## src/rtl/frame_sender.sv

```systemverilog
`default_nettype none
// +-----------------------------------------------------------------------------+
// | Module      : frame_sender                                                  |
// | Description : Reads FRAME_LEN 10-bit samples from a ring buffer and sends   |
// |               them byte-by-byte to a UART as A5, CHANNEL_ID, {hi,lo}...     |
// |               Optional XOR checksum byte via FRAME_SENDER_CHECKSUM_EN.      |
// | Revision    : 1.0 - initial release                                         |
// +-----------------------------------------------------------------------------+
module frame_sender #(
    parameter int unsigned FRAME_LEN  = 64,
    parameter int unsigned RD_LAT     = 2,
    parameter logic [7:0]  CHANNEL_ID = 8'h01
) (
    input  logic        clk,
    input  logic        reset_b,
    input  logic        Start,
    input  logic [31:0] Sample_in,
    output logic        Send_Frame,
    input  logic        Tx_Ready,
    output logic        TX_en,
    output logic [7:0]  Word_To_Send,
    output logic        Busy,
    output logic        Done
);

    localparam logic [7:0] c_SYNC_BYTE = 8'hA5;
    localparam logic [9:0] c_LAST_IDX  = 10'(FRAME_LEN - 1);
    localparam logic [2:0] c_RD_LAST   = 3'(RD_LAT - 1);
    localparam logic [7:0] c_WD_LAST   = 8'd254;

    typedef enum logic [3:0] {
        ST_IDLE   = 4'd0,
        ST_FETCH  = 4'd1,
        ST_WAITRD = 4'd2,
        ST_LOAD   = 4'd3,
        ST_STROBE = 4'd4,
        ST_WAITLO = 4'd5,
        ST_WAITHI = 4'd6,
        ST_NEXT   = 4'd7,
        ST_FIN    = 4'd8
    } state_t;

    typedef enum logic [2:0] {
        B_SYNC = 3'd0,
        B_CHAN = 3'd1,
        B_SHI  = 3'd2,
        B_SLO  = 3'd3,
        B_CSUM = 3'd4
    } byte_sel_t;

    state_t     r_state, w_state_nxt;
    byte_sel_t  r_sel, w_sel_nxt;
    logic [9:0] r_smp_idx, w_smp_idx_nxt;
    logic [2:0] r_rd_cnt, w_rd_cnt_nxt;
    logic [7:0] r_wd_cnt, w_wd_cnt_nxt;
    logic [7:0] r_sample_lo, w_sample_lo_nxt;
    logic [7:0] r_word, w_word_nxt;
    logic       r_send, r_txen, r_busy, r_done;
    logic       w_accept;
    logic       w_frame_start;
    logic       w_unused_bits;

    assign w_unused_bits = ^Sample_in[31:10];

`ifdef FRAME_SENDER_CHECKSUM_EN
    logic [7:0] r_csum;

    always_ff @(posedge clk or negedge reset_b) begin
        if (!reset_b) begin
            r_csum <= 8'h00;
        end else if (w_frame_start) begin
            r_csum <= 8'h00;
        end else if (w_accept) begin
            r_csum <= r_csum ^ r_word;
        end
    end
`endif

    always_comb begin
        w_state_nxt     = r_state;
        w_sel_nxt       = r_sel;
        w_smp_idx_nxt   = r_smp_idx;
        w_rd_cnt_nxt    = r_rd_cnt;
        w_wd_cnt_nxt    = r_wd_cnt;
        w_sample_lo_nxt = r_sample_lo;
        w_word_nxt      = r_word;
        w_accept        = 1'b0;
        w_frame_start   = 1'b0;
        case (r_state)
            ST_IDLE: begin
                if (Start) begin
                    w_frame_start = 1'b1;
                    w_sel_nxt     = B_SYNC;
                    w_word_nxt    = c_SYNC_BYTE;
                    w_smp_idx_nxt = 10'd0;
                    w_state_nxt   = ST_LOAD;
                end
            end
            ST_FETCH: begin
                w_rd_cnt_nxt = 3'd0;
                w_state_nxt  = ST_WAITRD;
            end
            ST_WAITRD: begin
                if (r_rd_cnt == c_RD_LAST) begin
                    w_sample_lo_nxt = Sample_in[7:0];
                    w_word_nxt      = {6'b0, Sample_in[9:8]};
                    w_sel_nxt       = B_SHI;
                    w_state_nxt     = ST_LOAD;
                end else begin
                    w_rd_cnt_nxt = r_rd_cnt + 3'd1;
                end
            end
            ST_LOAD: begin
                if (Tx_Ready) begin
                    w_state_nxt = ST_STROBE;
                end
            end
            ST_STROBE: begin
                w_wd_cnt_nxt = 8'd0;
                w_state_nxt  = ST_WAITLO;
            end
            ST_WAITLO: begin
                // A UART that never drops Tx_Ready missed the strobe; move on anyway.
                if (!Tx_Ready) begin
                    w_state_nxt = ST_WAITHI;
                end else if (r_wd_cnt == c_WD_LAST) begin
                    w_accept    = 1'b1;
                    w_state_nxt = ST_NEXT;
                end else begin
                    w_wd_cnt_nxt = r_wd_cnt + 8'd1;
                end
            end
            ST_WAITHI: begin
                if (Tx_Ready) begin
                    w_accept    = 1'b1;
                    w_state_nxt = ST_NEXT;
                end
            end
            ST_NEXT: begin
                case (r_sel)
                    B_SYNC: begin
                        w_sel_nxt   = B_CHAN;
                        w_word_nxt  = CHANNEL_ID;
                        w_state_nxt = ST_LOAD;
                    end
                    B_CHAN: begin
                        w_state_nxt = ST_FETCH;
                    end
                    B_SHI: begin
                        w_sel_nxt   = B_SLO;
                        w_word_nxt  = r_sample_lo;
                        w_state_nxt = ST_LOAD;
                    end
                    B_SLO: begin
                        if (r_smp_idx == c_LAST_IDX) begin
`ifdef FRAME_SENDER_CHECKSUM_EN
                            w_sel_nxt   = B_CSUM;
                            w_word_nxt  = r_csum;
                            w_state_nxt = ST_LOAD;
`else
                            w_state_nxt = ST_FIN;
`endif
                        end else begin
                            w_smp_idx_nxt = r_smp_idx + 10'd1;
                            w_state_nxt   = ST_FETCH;
                        end
                    end
                    default: begin
                        w_state_nxt = ST_FIN;
                    end
                endcase
            end
            ST_FIN: begin
                w_state_nxt = ST_IDLE;
            end
            default: begin
                w_state_nxt = ST_IDLE;
            end
        endcase
    end

    // Strobe outputs are registered from the next state so they align with it.
    always_ff @(posedge clk or negedge reset_b) begin
        if (!reset_b) begin
            r_state     <= ST_IDLE;
            r_sel       <= B_SYNC;
            r_smp_idx   <= 10'd0;
            r_rd_cnt    <= 3'd0;
            r_wd_cnt    <= 8'd0;
            r_sample_lo <= 8'h00;
            r_word      <= 8'h00;
            r_send      <= 1'b0;
            r_txen      <= 1'b0;
            r_busy      <= 1'b0;
            r_done      <= 1'b0;
        end else begin
            r_state     <= w_state_nxt;
            r_sel       <= w_sel_nxt;
            r_smp_idx   <= w_smp_idx_nxt;
            r_rd_cnt    <= w_rd_cnt_nxt;
            r_wd_cnt    <= w_wd_cnt_nxt;
            r_sample_lo <= w_sample_lo_nxt;
            r_word      <= w_word_nxt;
            r_send      <= (w_state_nxt == ST_FETCH);
            r_txen      <= (w_state_nxt == ST_STROBE);
            r_busy      <= (w_state_nxt != ST_IDLE) && (w_state_nxt != ST_FIN);
            r_done      <= (w_state_nxt == ST_FIN);
        end
    end

    assign Send_Frame   = r_send;
    assign TX_en        = r_txen;
    assign Word_To_Send = r_word;
    assign Busy         = r_busy;
    assign Done         = r_done;

endmodule
`default_nettype wire

```

## config.mk

```make
export PLATFORM = sky130hd
export DESIGN_NAME = frame_sender
export DESIGN_NICKNAME = d
export VERILOG_FILES = /design/src/rtl/frame_sender.sv
export SDC_FILE = /design/constraint.sdc
export NUM_CORES = 1
export LEC_CHECK = 0
export CAP_MARGIN = 10
export CORE_MARGIN = 2
export CORE_UTILIZATION = 55
export CTS_CLUSTER_DIAMETER = 100
export DETAILED_ROUTE_END_ITERATION = 6
export PLACE_DENSITY_LB_ADDON = 0.05
export SYNTH_ARGS = -nofsm -noshare
export SYNTH_HDL_FRONTEND = slang
export SYNTH_SLANG_ARGS = --single-unit
```

## constraint.sdc

```tcl
create_clock -name clk -period 2.9 [get_ports clk]
set_input_delay 0.435 -clock clk [delete_from_list [all_inputs] [get_ports clk]]
set_output_delay 0.435 -clock clk [all_outputs]
set_load 0.01 [all_outputs]
```

==> results of run 1 <==
==> cells by family after synthesis <==
logic type | after synthesis | share of synthesized area
and+or+nand+nor | 93 | 0.214
xor gates and xnor gates | 12 | 0.0436
adders and majority gates | 5 | 0.0260
AOI/OAI and AO/OA | 47 | 0.130
muxes | 14 | 0.0639
buffers and inverters | 17 | 0.0337
DFF | 47 | 0.488
==> state kept, by name (all words and copies together), names as in the netlist <==
signal	count
r_rd_cnt	3
Busy	1
Send_Frame	1
Done	1
r_wd_cnt	8
TX_en	1
r_smp_idx	10
r_sample_lo	8
r_sel	2
r_state	4
Word_To_Send	8
==> critical path, delay by kind of cell, from the launching register on <==
kind / cells / cell delay (ps)
xor gates and xnor gates: 1 / 170
DFF: 1 / 740
and+or+nand+nor: 4 / 1220
==> power by group <==
group          internal (mW)  switching (mW)
logic                  0.460           0.502
clock network          0.253           0.207
registers              0.849           0.203
total                   1.56           0.912
==> stage by stage <==
stage / hold slack [ps] / area, um2 / utilization / setup WS [ps]
2_1_floorplan: 139 / 2410 / - / 1160
3_3_place_gp: 469 / 2690 / 0.626 / 713
3_5_place_dp: 472 / 2690 / 0.626 / 668
4_1_cts: 350 / 2790 / 0.650 / 666
5_1_grt: 390 / 2790 / 0.650 / 400
6_report: 304 / 2790 / 0.650 / 631
==> final cells by class <==
cell class                      count  area [um2]  share of cell area
Inverter                            9        33.8              0.0121
Sequential cell                    47        1180               0.422
Clock inverter                      1        30.0              0.0108
Clock buffer                        6        72.6              0.0260
Tap cell                           52        65.1              0.0233
Timing Repair Buffer               27         260              0.0933
Multi-Input combinational cell    171        1150               0.413
==> cell usage after synthesis (3+ instances only) <==
cell type | n | area (um2)
a21o_1 | 4 | 30.0
a21oi_1 | 11 | 55.1
a22o_1 | 7 | 61.3
and3_1 | 3 | 18.8
buf_2 | 5 | 25.0
buf_4 | 3 | 22.5
dfrtp_1 | 47 | 1180
ha_1 | 5 | 62.6
inv_1 | 9 | 33.8
mux2_1 | 9 | 101
mux2i_1 | 3 | 30.0
nand2_1 | 16 | 60.1
nand2b_1 | 8 | 50.1
nand3_1 | 9 | 45.0
nand4_1 | 8 | 50.1
nor2_1 | 23 | 86.3
nor2b_1 | 3 | 18.8
nor4_1 | 3 | 18.8
o21ai_0 | 13 | 65.1
o21ai_1 | 3 | 15.0
or2_1 | 3 | 18.8
xnor2_1 | 5 | 43.8
xor2_1 | 7 | 61.3
==> per-layer routing <==
| layer | GRT usage | vias to the layer above |
|---|---|---|
| li1 | - | 892 |
| met1 | 0.287 | 881 |
| met2 | 0.348 | 30 |
| met3 | 0.0519 | 10 |
| met4 | 0.0812 | 0 |
| met5 | 0 | - |
==> worst max-delay path by stage <==
stage	cells past startpoint	startpoint	endpoint	slack, ps
6_report	5	r_state[0]	r_smp_idx[5]	630
4_1_cts	4	r_state[0]	Word_To_Send[1]	670
3_3_place_gp	5	Start	Word_To_Send[0]	710
5_1_grt	5	r_state[0]	r_smp_idx[2]	400
2_1_floorplan	4	r_smp_idx[7]	Busy	1160
3_5_place_dp	5	Start	Word_To_Send[1]	670
==> reports/results.tsv, run 1 <==
stage	metric	value	unit
status	outcome	finished clean	
layout	final_nets	302	
worst_setup_path	arrival	2430	ps
synthesis	yosys_warnings	0	
route	routed_wl	4820	um
route	met1_length	2180	um
placement	routabilityCongestion	0.763	
floorplanning	dieArea	4930	um2
sta	setup_viol	0	
placement	portBuffers	25	
worst_setup_path	start_kind	register	
worst_setup_path	crit_required	3070	ps
synthesis	syn-num-nets	276	
clock_tree	cts_root_buf	clkbuf_8	
floorplanning	die_w	70.2	um
route	routedWlPerCell	15.4	um
placement	dp_cells	306	
sta	hold_viol	0	
floorplanning	core_area	4290	um2
floorplanning	rows	24	
route	ant_nets	0	
synthesis	syn_area	2410	um2
power	ir_worst_vdd	0.513	mV
synthesis	yosys_most_used_dff	dfrtp_1	
sta	min_period	2270	ps
layout	syn_to_final_growth	15.8	%
worst_setup_path	crit_chain	and4b_1, nand4_1, nand4_1, xor2_1, nor2_1	
clock_tree	cts_max_path_buffers	2	
sta	slew_viol_final	0	
clock_tree	cts_buffers	5	
synthesis	yosysUniqueCellTypes	46	
power	power	2.47	mW
sta	tns	0	ps
layout	layout_common_cells	dfrtp_1 (47), clkdlybuf4s50_1 (24), nor2_1 (23), nand2_1 (16), o21ai_0 (13)	
layout	finalNonFillerCells	313	
synthesis	seq_area_frac_synth	0.488	
worst_setup_path	r2r-start	r_state[0]	
sta	finalCritPeriodShare	0.782	
clock_tree	cts_resized	0	
synthesis	synth_edf_count	0	
min_path	min_path_type	in -> async	
power	power.leakage	1.25	nW
clock_tree	cts_sinks	47	
sta	max_slew_margin	0.324	
worst_setup_path	slowest_stage	dfrtp_1	
grt	grt_first_pass_wirelength	8510	um
clock_tree	postCtsSetupBuffers	0	
grt	grt_max_degree	48	
synthesis	ys_ff_latch	47	
worst_setup_path	r2r.worst_path.cells	5	
synthesis	synthArstFlopShare	1.00	
worst_setup_path	r2r-end	r_smp_idx[5]	
floorplanning	boundaryPins	48	
sta	fmax	441	MHz
clock_tree	path_clk_slew	80	ps
sta	skew	6.72	ps
route	route.detailed.drc	0	
route	route.met2.wl	2370	um
synthesis	synthCells	235	
worst_setup_path	cp-end-kind	register	
layout	final_common_cell	dfrtp_1	
grt	grt-ovfl-total	0	
sta	tightest_slew	1010	ps
route	met3WireLength	168	um
floorplanning	die_h	70.2	um
worst_setup_path	r2r_slack	630	ps
grt	grt_pass1_vias	1827	
route	vias	1813	
floorplanning	start_util	0.561	
power	p_per_area	886	nW/um2
clock_tree	cts_tree	yes	
clock_tree	ctsHoldBuffers	0	
layout	final_layout_size_suffix_gt1_frac	0.0728	
placement	dp_hpwl	3340	um
grt	grt_use_total	0.217	
layout	antennaDiodeCount	0	
worst_setup_path	critPathMaxStageDelay	740	ps
layout	fill_cells	367	
clock_tree	htreeDepth	2	
grt	antenna_found_initial	0	
sta	rsz0062_at_grt	false	
worst_setup_path	crit_fanout	20	
route	drtIter0Drc	111	
clock_tree	worstSkewPairLatency	300	ps
route	highest_layer	met4	
job	maxCapViolCount	0	
worst_setup_path	critPathKind	reg -> reg	
worst_setup_path	crit_top_cell	nand4_1	
route	first_pass_iters	4	
route	vias_per_cell	5.79	
synthesis	syn_avg_cell_area	10.3	um2
Note: power is estimated with default switching activity, not from simulation.
==> inputs of run 2 (changes only) <==
CORE_UTILIZATION = 46   (was 55)
clock period = 2 ns   (was 2.9 ns; I/O delays follow)
==> run 2 against run 1 <==
Net effect:
- the flow now finishes with violations (negative hold slack)
- cell count grew 11%
- register-to-register slack worse by 520 ps
- fmax grew 20%
- worst hold slack got worse by 310 ps
- worst setup slack lost 520 ps
- global-route usage shrank 3.9 points
- count of clock-buffer cells in the layout down 1
- sequential power rose by 42%
- critical endpoint is now Busy
- largest cell class unchanged
==> reports/results.tsv, run 2 (synthesis results as in run 1) <==
stage	metric	value	unit
route	route.detailed.drc	0	
layout	largest_register_ff_count	10	
worst_setup_path	arrival	2050	ps
layout	regMostFlops	r_smp_idx	
layout	syn_to_final_growth	21.2	%
power	power.leakage	1.32	nW
route	drtIter0Drc	95	
status	violations	negative hold slack	
route	vias	1824	
grt	grt_pass1_vias	1737	
grt	grt-ovfl-total	0	
grt	met2_usage	0.273	
worst_setup_path	path_delay_family	simple AND/OR/NAND/NOR gates	
clock_tree	cts_max_path_buffers	2	
grt	met1_usage	0.255	
worst_setup_path	r2r.worst_path.cells	4	
worst_setup_path	crit_required	2160	ps
status	outcome	finished, violations left	
sta	rsz0062_at_grt	false	
clock_tree	cts_sinks	47	
power	p_per_area	1230	nW/um2
floorplanning	boundaryPins	48	
sta	finalCritPeriodShare	0.946	
route	routed_wl	4690	um
clock_tree	cts_tree	yes	
clock_tree	worstSkewPairLatency	290	ps
clock_tree	cts_buffers	5	
layout	final_layout_size_suffix_gt1_frac	0.130	
floorplanning	core_area	5070	um2
worst_setup_path	critPathMaxStageDelay	550	ps
worst_setup_path	cp-end-kind	register	
layout	final_common_cell	dfrtp_1	
floorplanning	die_h	76.4	um
sta	tns	0	ps
clock_tree	path_clk_slew	80	ps
floorplanning	dieArea	5830	um2
power	power	3.59	mW
worst_setup_path	r2r-end	Busy	
grt	antenna_found_initial	0	
sta	skew	5.57	ps
power	ir_worst_vdd	0.573	mV
sta	max_slew_margin	0.633	
worst_setup_path	crit_buf_inv	0	
route	routedWlPerCell	13.6	um
placement	routabilityCongestion	0.793	
sta	finalWorstSetupSlack	108	ps
grt	grt_use_total	0.178	
sta	fmax	528	MHz
placement	dpl_worst_slack	45.8	ps
placement	dp_hpwl	3440	um
worst_setup_path	critPathKind	reg -> reg	
grt	grt_first_pass_wirelength	8440	um
sta	setup_viol	0	
route	first_pass_iters	4	
worst_setup_path	r2r_slack	110	ps
clock_tree	cts_root_buf	clkbuf_8	
job	maxCapViolCount	0	
worst_setup_path	crit_fanout	5	
grt	grt_util_met3	0.0415	
route	ant_nets	0	
worst_setup_path	crit_chain	or4_1, o21ai_1, nand2_1, or4b_1	
worst_setup_path	slowest_stage	or4_1	
sta	hold_viol	15	
floorplanning	rows	26	
layout	layout_common_cells	dfrtp_1 (47), clkdlybuf4s50_1 (24), nor2_1 (23), buf_4 (17), nand2_1 (16)	
grt	grt_max_degree	26	
layout	antennaDiodeCount	0	
sta	slew_viol_final	0	
layout	fin_util	0.575	
floorplanning	die_w	76.4	um
grt	grt-busiest-layer	met2	
sta	whs	-7.23	ps
layout	final_nets	318	
route	vias_per_cell	5.27	
worst_setup_path	start_kind	register	
sta	min_period	1890	ps
floorplanning	start_util	0.475	
sta	tightest_slew	551	ps
clock_tree	htreeDepth	2	
min_path	min_path_type	in -> async	
worst_setup_path	r2r-start	r_smp_idx[7]	
placement	portBuffers	25	
run 2: cell count changes in the layout (fill, tap and decap cells not counted), sizes merged:
| cell | change |
|---|---|
| clkbuf | -1 |
| buf | +16 |
| bufinv | -1 |
| clkinvlp | +1 |
run 2: worst reg2reg max path, stage by stage (launching register included):
cell and delay [ps]:
dfrtp_1 440, or4_1 550, o21ai_1 200, nand2_1 80, or4b_1 500
run 2: where the power goes:
part	leakage [nW]	switching [mW]	total (mW)	internal [mW]
clock	0.0361	0.293	0.525	0.232
combinational	0.686	0.773	1.57	0.800
sequential	0.602	0.257	1.49	1.23
total	1.32	1.32	3.59	2.26
run 2: layout make-up:
class                           instances  area, um2
Fill cell                             482       2150
Sequential cell                        47       1180
Multi-Input combinational cell        171       1150
Timing Repair Buffer                   43        393
Tap cell                               70       87.6
Clock buffer                            5       68.8
Inverter                                9       33.8
Clock inverter                          1       7.51
run 2: how the worst max path moves through the flow:
stage                            start            to  slack [ps]  cells after the start
after floorplan           r_smp_idx[7]          Busy         260                      4
after detailed placement      Tx_Ready          Busy          50                      6
after CTS                 r_smp_idx[7]          Busy          80                      4
final                     r_smp_idx[7]          Busy         110                      4
after global placement        Tx_Ready          Busy          50                      6
after global routing      r_smp_idx[6]  r_smp_idx[3]         0.3                      6
run 2: stage by stage:
step	area [um2]	std cells
5_1_grt	2920	346
3_5_place_dp	2840	340
2_1_floorplan	2410	235
6_report	2920	346
3_3_place_gp	2840	340
4_1_cts	2920	346
run 2: what timing repair did:
item	in CTS	in global routing
gates resized for setup	0	1
buffers inserted	0	0
hold buffers	0	0
endpoints found under the setup margin	0	1
run 2: per-layer routing:
metal / vias up / wire length (um) / share of wire
met5: - / 0 / 0
li1: 923 / - / -
met1: 864 / 2370 / 0.51
met3: 4 / 192 / 0.041
met2: 33 / 2080 / 0.44
met4: 0 / 46 / 0.0098
==> inputs of run 3 (changes only) <==
CORE_MARGIN = default   (was 2)
GPL_TIMING_DRIVEN = 0   (was default)
SETUP_SLACK_MARGIN = 0.05   (was default)
==> run 3 against run 2 <==
Net effect:
- the run now ends clean
- core utilization increased by 2.0 points
- routed wire length fell by 1.7%
- critical path type unchanged
- combinational power barely moved
- sequential cell count is the same
==> reports/results.tsv, run 3 (synthesis results as in run 1) <==
stage	metric	value	unit
status	outcome	finished clean	
placement	portBuffers	25	
layout	final_nets	314	
worst_setup_path	start_kind	register	
clock_tree	cts_buffers	5	
sta	skew	11.6	ps
worst_setup_path	critPathKind	reg -> reg	
layout	layout_common_cells	dfrtp_1 (47), clkdlybuf4s50_1 (24), nor2_1 (22), nand2_1 (16), o21ai_0 (13)	
min_path	min_path_type	reg -> reg	
clock_tree	cts_root_buf	clkbuf_8	
power	p_per_area	1250	nW/um2
clock_tree	cts_max_path_buffers	2	
sta	setup_viol	0	
layout	syn_to_final_growth	20.6	%
power	ir_worst_vdd	0.661	mV
grt	grt-ovfl-total	0	
route	routedWlPerCell	13.5	um
sta	whs	494	ps
clock_tree	worstSkewPairLatency	310	ps
floorplanning	start_util	0.494	
sta	tightest_slew	547	ps
route	ant_nets	0	
floorplanning	rows	25	
layout	fill_cells	457	
layout	finalNonFillerCells	341	
worst_setup_path	arrival	2060	ps
worst_setup_path	crit_required	2170	ps
worst_setup_path	crit_fanout	5	
sta	hold_viol	0	
grt	grt_pass1_vias	1684	
layout	regMostFlops	r_smp_idx	
route	route.detailed.drc	0	
power	power	3.62	mW
sta	slew_viol_final	0	
floorplanning	core_area	4880	um2
clock_tree	cts_tree	yes	
sta	finalCritPeriodShare	0.941	
route	vias	1821	
layout	antennaDiodeCount	0	
route	routed_wl	4610	um
grt	grt_max_degree	25	
floorplanning	boundaryPins	48	
layout	final_common_cell	dfrtp_1	
route	first_pass_iters	4	
layout	largest_register_ff_count	10	
job	maxCapViolCount	0	
sta	rsz0062_at_grt	true	
route	vias_per_cell	5.34	
grt	grt_use_total	0.196	
layout	final_layout_size_suffix_gt1_frac	0.120	
grt	antenna_found_initial	0	
route	drtIter0Drc	155	
placement	dp_hpwl	3370	um
floorplanning	dieArea	5530	um2
grt	grt_first_pass_wirelength	8050	um
sta	max_slew_margin	0.635	
power	power.leakage	1.30	nW
clock_tree	htreeDepth	2	
floorplanning	die_h	74.4	um
sta	min_period	1880	ps
clock_tree	path_clk_slew	90	ps
worst_setup_path	cp-end-kind	register	
sta	fmax	531	MHz
placement	routabilityCongestion	0.769	
placement	dp_cells	328	
floorplanning	die_w	74.4	um
clock_tree	cts_sinks	47	
## run 3: what timing repair did
action / in CTS / in global routing
setup endpoints to repair: 0 / 18
hold endpoints to repair: 23 / 0
gates resized for setup: 0 / 5
hold buffers: 1 / 0
buffers inserted: 0 / 4
## run 3: area by class of cell
class                           count  area, um2  share of cell area
Inverter                            9       33.8              0.0116
Clock buffer                        5       68.8              0.0237
Multi-Input combinational cell    171       1160               0.400
Buffer                              8       56.3              0.0194
Clock inverter                      3       20.0             0.00689
Timing Repair Buffer               31        305               0.105
Tap cell                           67       83.8              0.0289
Sequential cell                    47       1180               0.405
## run 3: metrics by stage
stage	setup TNS [ps]	setup slack [ps]	util	instance area, um2
5_1_grt	0	3.39	0.595	2910
3_3_place_gp	-35900	-765	0.562	2740
2_1_floorplan	0	264	-	2410
6_report	0	117	0.595	2910
4_1_cts	0	62.2	0.586	2860
3_5_place_dp	-114	-45.6	0.565	2760
## run 3: metal layers
layer	global-route usage	vias up	wire (um)
li1	-	914	-
met1	0.284	854	2320
met2	0.278	47	1970
met3	0.0596	6	250
met4	0.0629	0	63
met5	0	-	0
## run 3: report_power, final
group / internal [mW] / switching [mW]
Combinational: 0.787 / 0.806
Clock: 0.243 / 0.321
Sequential: 1.23 / 0.230
## run 3: critical path: stages, from the launching register on
cell and delay, ps:
dfrtp_1 440, or4_1 540, o21ai_1 200, nand2_1 60, or4b_1 510
## run 3: final timing paths
path / start / end / slack [ps] / depth (start not counted)
setup / recovery: r_smp_idx[7] / Busy / 120 / 4
hold / removal: r_sample_lo[4] / Word_To_Send[4] / 490 / 1
setup reg to reg: r_smp_idx[7] / Busy / 120 / 4
hold reg to reg: r_sample_lo[4] / Word_To_Send[4] / 490 / 1
max in group asynchronous: reset_b / r_rd_cnt[1] / 980 / 3
min in group asynchronous: reset_b / r_state[1] / 510 / 2
==> patch: new RTL, flow settings as in run 2 <==
Add a define of `FRAME_SENDER_CHECKSUM_EN`.
--- a/src/rtl/frame_sender.sv
+++ b/src/rtl/frame_sender.sv
@@ -8,2 +8,4 @@
 // +-----------------------------------------------------------------------------+
+`define FRAME_SENDER_CHECKSUM_EN
+
 module frame_sender #(
Formal check against the unedited RTL: same outputs for any inputs over 10 cycles, from zero or initial values and one cycle with reset_b low; that may be too few to reach the edited logic, so the function may still have changed.
==> patch against run 2 <==
The flow finishes with violations (setup timing). Area after synthesis increased by 21%. Power up 35%. Highest routed layer unchanged. Sequential cell count increased by 9. Setup slack got worse by 0.27 ns. Worst hold slack better by 0.49 ns. Wire length rose by 46%. Clock skew decreased by 0.0016 ns. Final area up 34%.
==> patch: results (changes against run 2) <==
| Metric | Value |
|---|---|
| Pin count of the biggest net entering global routing | 57 (+120%) |
| Detailed-placement wirelength estimate | 4.762 mm (+38%) |
| Footprint of the flip-flops and latches | 1401 um^2 (+19%) |
| Net count, final | 412 (+30%) |
| Signal arrival time at the worst endpoint | 2.37 ns (+0.32 ns) |
| Drt wl/cell | 15.25 um (+13%) |
| Proportion of total power due to net switching | 0.3596 (-0.009174) |
| Vias in the first global route | 2472 (+42%) |
| Critical path capture point | Word_To_Send[2] |
| CP Max Fanout | 8 (+3) |
| Core area | 6241 um^2 (+23%) |
| Setup TNS after final layout | -1.565 ns (-1.565 ns) |
| Clock network power consumption | 774 uW (+47%) |
| Detailed route wirelength on metal3 | 166 um (-14%) |
| Count of placed standard cells including taps | 438 (+29%) |
| Layout cells sized above 1 | 0.2554 (+0.1249) |
| Setup slack of the critical path after layout | -0.1616 ns (-0.2691 ns) |
| Fraction of met1 tracks used by global routing | 0.2774 (+0.02212) |
| P_leak | 1.793 nW (+35%) |
| Filler Cell Count | 539 (+12%) |
| Path category of the worst min-delay check | reg2reg |
| Total met2 wirelength after detailed routing | 3.308 mm (+59%) |
| Outcome | complete, but fails checks |
| Violations in the final reports | setup timing |
| Wire length of the first global-routing pass | 11.47 mm (+36%) |
| Cells after Synth | 295 (+26%) |
| Count of endpoints failing setup in the final report | 15 (+15) |
| Iter 0 DRT Violations | 100 (+5.3%) |
| Combinational share of power | 0.493 (+0.054) |
| Detailed-route wire length | 6.847 mm (+46%) |
| Net Switching | 1.747 mW (+32%) |
| Placer congestion estimate | 0.7503 (-5.4%) |
| Number of inverters outside the clock class in the layout | 7 (-2) |
| Max transition margin | 0.7107 (+0.07792) |
| Met2 track demand over resource in global routing | 0.3287 (+0.05528) |
| GR met3 Demand/Resource | 0.03462 (-0.006850) |
| Number of vias per cell | 5.437 (+3.1%) |
[patch: changes by cell type after synthesis, moves of 4 or more]
| cell | change |
|---|---|
| o211ai_1 | +6 |
| mux2_1 | -9 |
| clkbuf_1 | +8 |
| or3_1 | +5 |
| nand2_1 | +31 |
| a21o_1 | -4 |
| mux2_2 | +14 |
| mux2i_1 | +13 |
| nand4_1 | -4 |
| a22o_1 | -4 |
| dfrtp_1 | +9 |
| or4_1 | +5 |
| nor2_1 | -6 |
[patch: cell families (layout without fill, tap and decap cells)]
logic type                 Yosys count  count (layout)  synth area share
and+or+nand+nor                    127             127            0.2232
DFF                                 56              56            0.4807
AOI/OAI and AO/OA                   49              49            0.1107
muxes                               32              32            0.1167
buffers and inverters               19              96           0.02618
xor gates and xnor gates             7               7           0.02103
adders and majority gates            5               5           0.02146
[patch: what timing repair did]
item,in CTS,in global routing
hold endpoints to repair,56,0
hold buffers,1,0
endpoints found under the setup margin,20,20
cloned,0,0
setup buffers,2,0
gates resized for setup,13,24
pin swaps,4,1
